`src/rtl/run_sequencer.sv`:
```
// rtl/run_sequencer.sv - appliance run sequencer: timer countdown, heater/motor/fan drives
// Latches settings on start, counts minutes via a prescaler, sequences IDLE/RUN/PAUSE/DONE.
module run_sequencer #(
  parameter int TICKS_PER_MIN = 10,
  parameter int HYST          = 1
) (
  input  logic       clk,
  input  logic       rst,
  input  logic       start,
  input  logic       stop,
  input  logic [4:0] temp_set,
  input  logic [4:0] cap_set,
  input  logic [4:0] fan_set,
  input  logic [4:0] timer_set,
  input  logic [4:0] temp_meas,
  output logic [1:0] state,
  output logic [4:0] remaining,
  output logic       heater_on,
  output logic       motor_on,
  output logic       fan_pwm,
  output logic       done
);

  localparam int            PW      = $clog2(TICKS_PER_MIN);
  localparam logic [PW-1:0] PRE_MAX = PW'(TICKS_PER_MIN - 1);
  localparam logic [5:0]    HYST6   = 6'(HYST);

  typedef enum logic [1:0] {
    S_IDLE  = 2'b00,
    S_RUN   = 2'b01,
    S_PAUSE = 2'b10,
    S_DONE  = 2'b11
  } state_t;

  state_t        state_q, state_d;
  logic [4:0]    rem_q, rem_d;
  logic [PW-1:0] pre_q, pre_d;
  logic [4:0]    pwm_cnt_q, pwm_cnt_d;
  logic [4:0]    temp_lat_q, temp_lat_d;
  logic [4:0]    cap_lat_q, cap_lat_d;
  logic [4:0]    fan_lat_q, fan_lat_d;
  logic          heater_q, heater_d;
  logic          motor_q, motor_d;
  logic          fan_q, fan_d;
  logic          done_q, done_d;

  always_ff @(posedge clk) begin
    if (rst) begin
      state_q    <= S_IDLE;
      rem_q      <= 5'd0;
      pre_q      <= '0;
      pwm_cnt_q  <= 5'd0;
      temp_lat_q <= 5'd0;
      cap_lat_q  <= 5'd0;
      fan_lat_q  <= 5'd0;
      heater_q   <= 1'b0;
      motor_q    <= 1'b0;
      fan_q      <= 1'b0;
      done_q     <= 1'b0;
    end else begin
      state_q    <= state_d;
      rem_q      <= rem_d;
      pre_q      <= pre_d;
      pwm_cnt_q  <= pwm_cnt_d;
      temp_lat_q <= temp_lat_d;
      cap_lat_q  <= cap_lat_d;
      fan_lat_q  <= fan_lat_d;
      heater_q   <= heater_d;
      motor_q    <= motor_d;
      fan_q      <= fan_d;
      done_q     <= done_d;
    end
  end

  // Stop has priority over start in every state that looks at both.
  always_comb begin
    state_d    = state_q;
    rem_d      = rem_q;
    pre_d      = pre_q;
    temp_lat_d = temp_lat_q;
    cap_lat_d  = cap_lat_q;
    fan_lat_d  = fan_lat_q;
    case (state_q)
      S_IDLE: begin
        if (start && (timer_set != 5'd0)) begin
          state_d    = S_RUN;
          rem_d      = timer_set;
          pre_d      = '0;
          temp_lat_d = temp_set;
          cap_lat_d  = cap_set;
          fan_lat_d  = fan_set;
        end
      end
      S_RUN: begin
        if (stop) begin
          state_d = S_PAUSE;
        end else if (pre_q == PRE_MAX) begin
          pre_d = '0;
          rem_d = rem_q - 5'd1;
          if (rem_q == 5'd1) state_d = S_DONE;
        end else begin
          pre_d = pre_q + 1'b1;
        end
      end
      S_PAUSE: begin
        if (stop) begin
          state_d = S_IDLE;
          rem_d   = 5'd0;
        end else if (start) begin
          state_d = S_RUN;
        end
      end
      S_DONE: begin
        if (start || stop) state_d = S_IDLE;
      end
      default: state_d = S_IDLE;
    endcase
  end

  // Drives are computed from the upcoming state so they never lag a state change.
  always_comb begin
    heater_d = 1'b0;
    if (state_d == S_RUN) begin
      if (({1'b0, temp_meas} + HYST6) < {1'b0, temp_lat_d}) begin
        heater_d = 1'b1;
      end else if ({1'b0, temp_meas} >= {1'b0, temp_lat_d}) begin
        heater_d = 1'b0;
      end else begin
        heater_d = heater_q;
      end
    end
    motor_d   = (state_d == S_RUN) && (cap_lat_d != 5'd0);
    fan_d     = (state_d == S_RUN) && (pwm_cnt_q < fan_lat_d);
    done_d    = (state_d == S_DONE);
    pwm_cnt_d = pwm_cnt_q + 5'd1;
  end

  assign state     = state_q;
  assign remaining = rem_q;
  assign heater_on = heater_q;
  assign motor_on  = motor_q;
  assign fan_pwm   = fan_q;
  assign done      = done_q;

endmodule

```
`config.mk`:
```
export PLATFORM = sky130hd
export DESIGN_NAME = run_sequencer
export DESIGN_NICKNAME = d
export VERILOG_FILES = /design/src/rtl/run_sequencer.sv
export SDC_FILE = /design/constraint.sdc
export NUM_CORES = 1
export LEC_CHECK = 0
export CORE_MARGIN = 1
export CORE_UTILIZATION = 50
export DETAILED_ROUTE_END_ITERATION = 12
export PLACE_DENSITY = 0.84
export SLEW_MARGIN = 0
export SYNTH_ARGS = -nofsm -noshare
export SYNTH_HDL_FRONTEND = slang
export SYNTH_SLANG_ARGS = --single-unit
```
`constraint.sdc`:
```
create_clock -name clk -period 3.05 [get_ports clk]
set_input_delay 0.915 -clock clk [delete_from_list [all_inputs] [get_ports clk]]
set_output_delay 0.915 -clock clk [all_outputs]
set_load 0.02 [all_outputs]
```
After elaboration in Yosys (flattened, before gate mapping). Index checks and enable logic that the tools add are counted.

Register bits after elaboration: 35. Input port bits: 29. Word-level logic and storage cells: 68.

Add/subtract/negate cells: 4. Magnitude comparators: 3. Equality and inequality tests: 11. Mux-type cells: 25. Bitwise gates (word level): 1. Reduce and logical (&&, ||, !) cells: 13.

Operator list (number): $mux 5 (10); $pmux 5 s3 (1); $mux 2 (7); $mux 4 (3); $reduce_bool 5->1 (2); $ne 2x2->1 const B (4); $pmux 2 s4 (1); $pmux 4 s2 (1); $add 5x1->6 const B (1); $eq 2x2->1 const B (3); $lt 6x5->1 (1); $add 5x1->5 const B (1); $eq 5x1->1 const B (1); $ge 5x5->1 (1); $lt 5x5->1 (1); $reduce_and 5->1 (1); $sub 5x1->5 const B (1); $add 4x1->4 const B (1); $eq 2x1->1 const B (2); $eq 4x4->1 const B (1); $reduce_bool 2->1 (2); $logic_and 1x1->1 (3); $reduce_and 3->1 (1); $reduce_bool 3->1 (1); other kinds (5) (6).

Longest topological paths before layout.
Depth after elaboration: 8. Mapped depth: 12. Depth with buffers taken out: 12.

Least setup slack after synthesis. Ideal clock, no wire load.

Path kind: in2reg. Start: in timer_set[2]. End: reg heater_q (netlist: heater_on). Setup time: 0.070 ns. Arrival: 2.806 ns. Slack: 0.174 ns. Cell stages on the path: 10. Path through: nor3_2 -> a21oi_4 -> mux2_1 -> ha_1 -> nand2b_1 -> a21o_1 -> a31oi_1 -> a2bb2oi_1 -> o21ai_1 -> a21oi_1.

Elaborated cells on any way between the ends: 13.

RTL lines: start: declaration (line 14) `input logic [4:0] timer_set,`; $reduce_bool 5->1 (*) (line 85) `if (start && (timer_set != 5'd0)) begin`; $logic_and 1x1->1 (*) (line 85); $mux 5 (*) (line 85); $mux 5 (*) (line 83) `case (state_q)`; via temp_lat_d[0] (line 39) `logic [4:0] temp_lat_q, temp_lat_d;`; $lt 6x5->1 or $ge 5x5->1 (tied branches) (line 124, 126); $mux 1 or $reduce_bool 2->1 (tied branches); end signal: assignment (line 68) `heater_q <= heater_d;`; end: declaration (line 42) `logic heater_q, heater_d;`.

The timed path passes the listed nets; every way through them passes the cells marked *. A chain may end at the register's enable or synchronous reset.

Worst setup path in the final report.
Start: in timer_set[0]. End: reg heater_q (netlist: heater_on).

The elaborated chain is that of the path after synthesis.

==> flow_summary.yaml <==
outcome:
  status: "finished clean"
placed_design:
  buffer_ports.inserted: 39
  detailedPlace.worstSlack_ps: -354
  placed_area_sq_um: 2530
  gp_congestion: 0.913
  dpl.hpwl_mm: 3.15
die:
  die_y_um: 66.0
  ios: 40
  die_w_um: 66.0
  placementRows: 22
  start_util_pct: 53.9
  fp.coreArea_sq_um: 3800
  dieArea_sq_um: 4350
sta:
  fmax_mhz: 347
  period_share_pct: 94.5
  finalWorstSetupSlack_ps: 168
  rsz0062_at_grt: "no"
  worst_pin_slew_ps: 462
  finClkSkew_ps: 8.81
  min_period_ps: 2880
  hold_viol_final: 0
  maxSlewViolCount: 0
  setup_violations: 0
  relSlewSlack_pct: 68.4
detailed_routing:
  wire_per_inst_um: 13.6
  vias: 1769
  drt_first_pass_iters: 4
  drc_errors: 0
  drt_wl_total_mm: 4.42
  drt_iter0_drc: 112
  viasPerCell: 5.46
  ant_nets: 0
min_path:
  hold_path_class: "reg -> reg"
  min-delay-start: "pwm_cnt_q[0]"
synthesis:
  seq_area_frac_synth_pct: 34.3
  synth.avg_cell_area_sq_um: 9.13
  synth_ff_type: "dfxtp_1"
  ys_types: 51
  synth_warnings: 0
  synth_top_area_share_pct: 34.3
  yosysTopAreaCell: "dfxtp_1"
  synthTopCellsByCount: "35 x dfxtp_1, 35 x nor2_1, 22 x ha_1"
  netlist_instances: 224
  ys_ff_latch: 35
  async_flop_share_pct: 0
  synth_top_cells_by_area: "dfxtp_1 34%, ha_1 13%, mux2i_1 6.9%"
  syn_area_sq_um: 2050
  synth_edf_count: 0
  syn-num-nets: 275
global_routing:
  grt-ovfl-total: 0
  grt_max_degree: 31
  grt_pass1_vias: 1726
  antenna_found_initial: 0
  grt_pass1_wl_mm: 7.52
  grt.total_usage_pct: 22.7
pwr:
  p_sw_w: 0.000478
  vdd_drop_max_mv: 0.317
  sequentialPowerShare_pct: 36.8
  p_leak_nw: 1.17
  clkPwrFrac_pct: 28.9
  swShare_pct: 32.4
  combPwrFrac_pct: 34.3
  p_int_w: 0.000995
  p_per_area_nw_per_um2: 547
clock_tree:
  cts_buffers: 5
  cts_tree: "built"
  worstSkewPairLatency_ps: 300
  clk_pin_slew_ps: 80
  holdBufCountCts: 0
  cts_sinks: 35
  htree_levels: 2
  root_buffer: "clkbuf_8"
  cts.path.max_buffers: 2
layout:
  syn_to_final_growth_pct: 31.7
  n_antenna_cell: 0
  seq_area_sq_um: 701
  final_cell_area_sq_um: 2700
  nNetsFinal: 326
  drive_gt1_share_pct: 12.7
  n_fill_cell: 304
  multi_input_comb_area_sq_um: 1280
critical_path:
  timing.rr.start: "state[0]"
  path_class: "in -> reg"
  crit_start: "timer_set[0]"
  setup.worst_path.end_class: "register"
  arrival_ps: 3110
  setup.worst_path.start_class: "input pin"
  critPathMaxFanout: 2
  cp_data_required_time_ps: 3270
run:
  maxCapViolCount: 0
## worst max-delay path: stages
cell,delay (ps)
clkdlybuf4s50_1,490
nor2_2,70
a21oi_4,170
mux2_4,330
ha_1,270
nand2b_1,150
a21o_1,200
a31oi_1,130
a2bb2oi_1,170
o21ai_1,80
a21oi_1,130
## routing by layer
metal	GRT usage (%)	share of wire, %	up-vias
met4	8.78	2.0	0
met3	5.34	3.8	8
met1	28.4	47	828
met5	0	0	-
li1	-	-	893
met2	37.6	47	40
## cell usage in the layout (no fill, tap or decap), types with 3 or more instances in the layout
cell type,instances
o221ai_1,4
a21oi_1,8
nand3_1,7
clkbuf_8,5
xor2_1,4
mux2i_1,13
nand2_1,5
nor3_1,7
xnor2_1,4
and3_1,3
clkdlybuf4s50_1,35
ha_1,22
o21ai_0,4
nor2_1,34
inv_1,14
nor2b_1,5
o21ai_1,9
dfxtp_1,35
dlymetal6s2s_1,4
buf_4,10
## flip-flops by register name, indices dropped and copies added (netlist names)
register and cells:
temp_lat_q 5, heater_on 1, done 1, pwm_cnt_q 5
motor_on 1, state 2, fan_lat_q 5, pre_q 4
remaining 5, cap_lat_q 5, fan_pwm 1
## through the flow
step	TNS (ps)	total power, W	utilization, %	hold WS, ps	instances
after floorplan	0	0.000879	-	431	224
after global placement	-354	0.00102	66.6	455	315
after detailed placement	-496	0.00104	66.6	460	315
after CTS	0	0.00147	69.9	479	323
after global routing	0	0.00156	70.9	517	324
final	0	0.00147	70.9	483	324
## final cells by class
class	instances	share of cell area, %
multi-input combinational	169	47.4
sequential	35	26.0
timing repair buffer	50	18.2
clock buffer	5	2.55
tap	48	2.23
inverter	14	1.95
clock inverter	3	1.62
## power by group through the flow
| stage | Combinational, W | Sequential [W] | Clock (W) |
|---|---|---|---|
| after floorplan | 0.000305 | 0.000574 | 0 |
| after global placement | 0.000471 | 0.000550 | 0 |
| after detailed placement | 0.000486 | 0.000551 | 0 |
| after CTS | 0.000496 | 0.000542 | 0.000432 |
| after global routing | 0.000562 | 0.000548 | 0.000454 |
| final | 0.000506 | 0.000542 | 0.000426 |
## cell families after synthesis
| family | after synthesis | share of synthesized area, % |
|---|---|---|
| flops | 35 | 34.3 |
| compound gates | 48 | 18.5 |
| xor+xnor | 8 | 3.42 |
| mux | 15 | 7.40 |
| fa+ha+maj | 22 | 13.5 |
| simple gates | 76 | 18.3 |
| buf+inv | 20 | 4.59 |
## path summary, 6_finish.rpt
check	depth (start not counted)	end	slack, ps
hold reg to reg	1	pwm_cnt_q[0]	480
setup / recovery	11	heater_on	170
hold / removal	1	pwm_cnt_q[0]	480
setup reg to reg	12	heater_on	380
## repair_timing
item,CTS,global route
setup endpoints to repair,1,1
buffers inserted,0,1
pin swaps,0,3
resized for setup,3,9
hold endpoints to repair,0,0
Power figures use the tool's default switching activity.
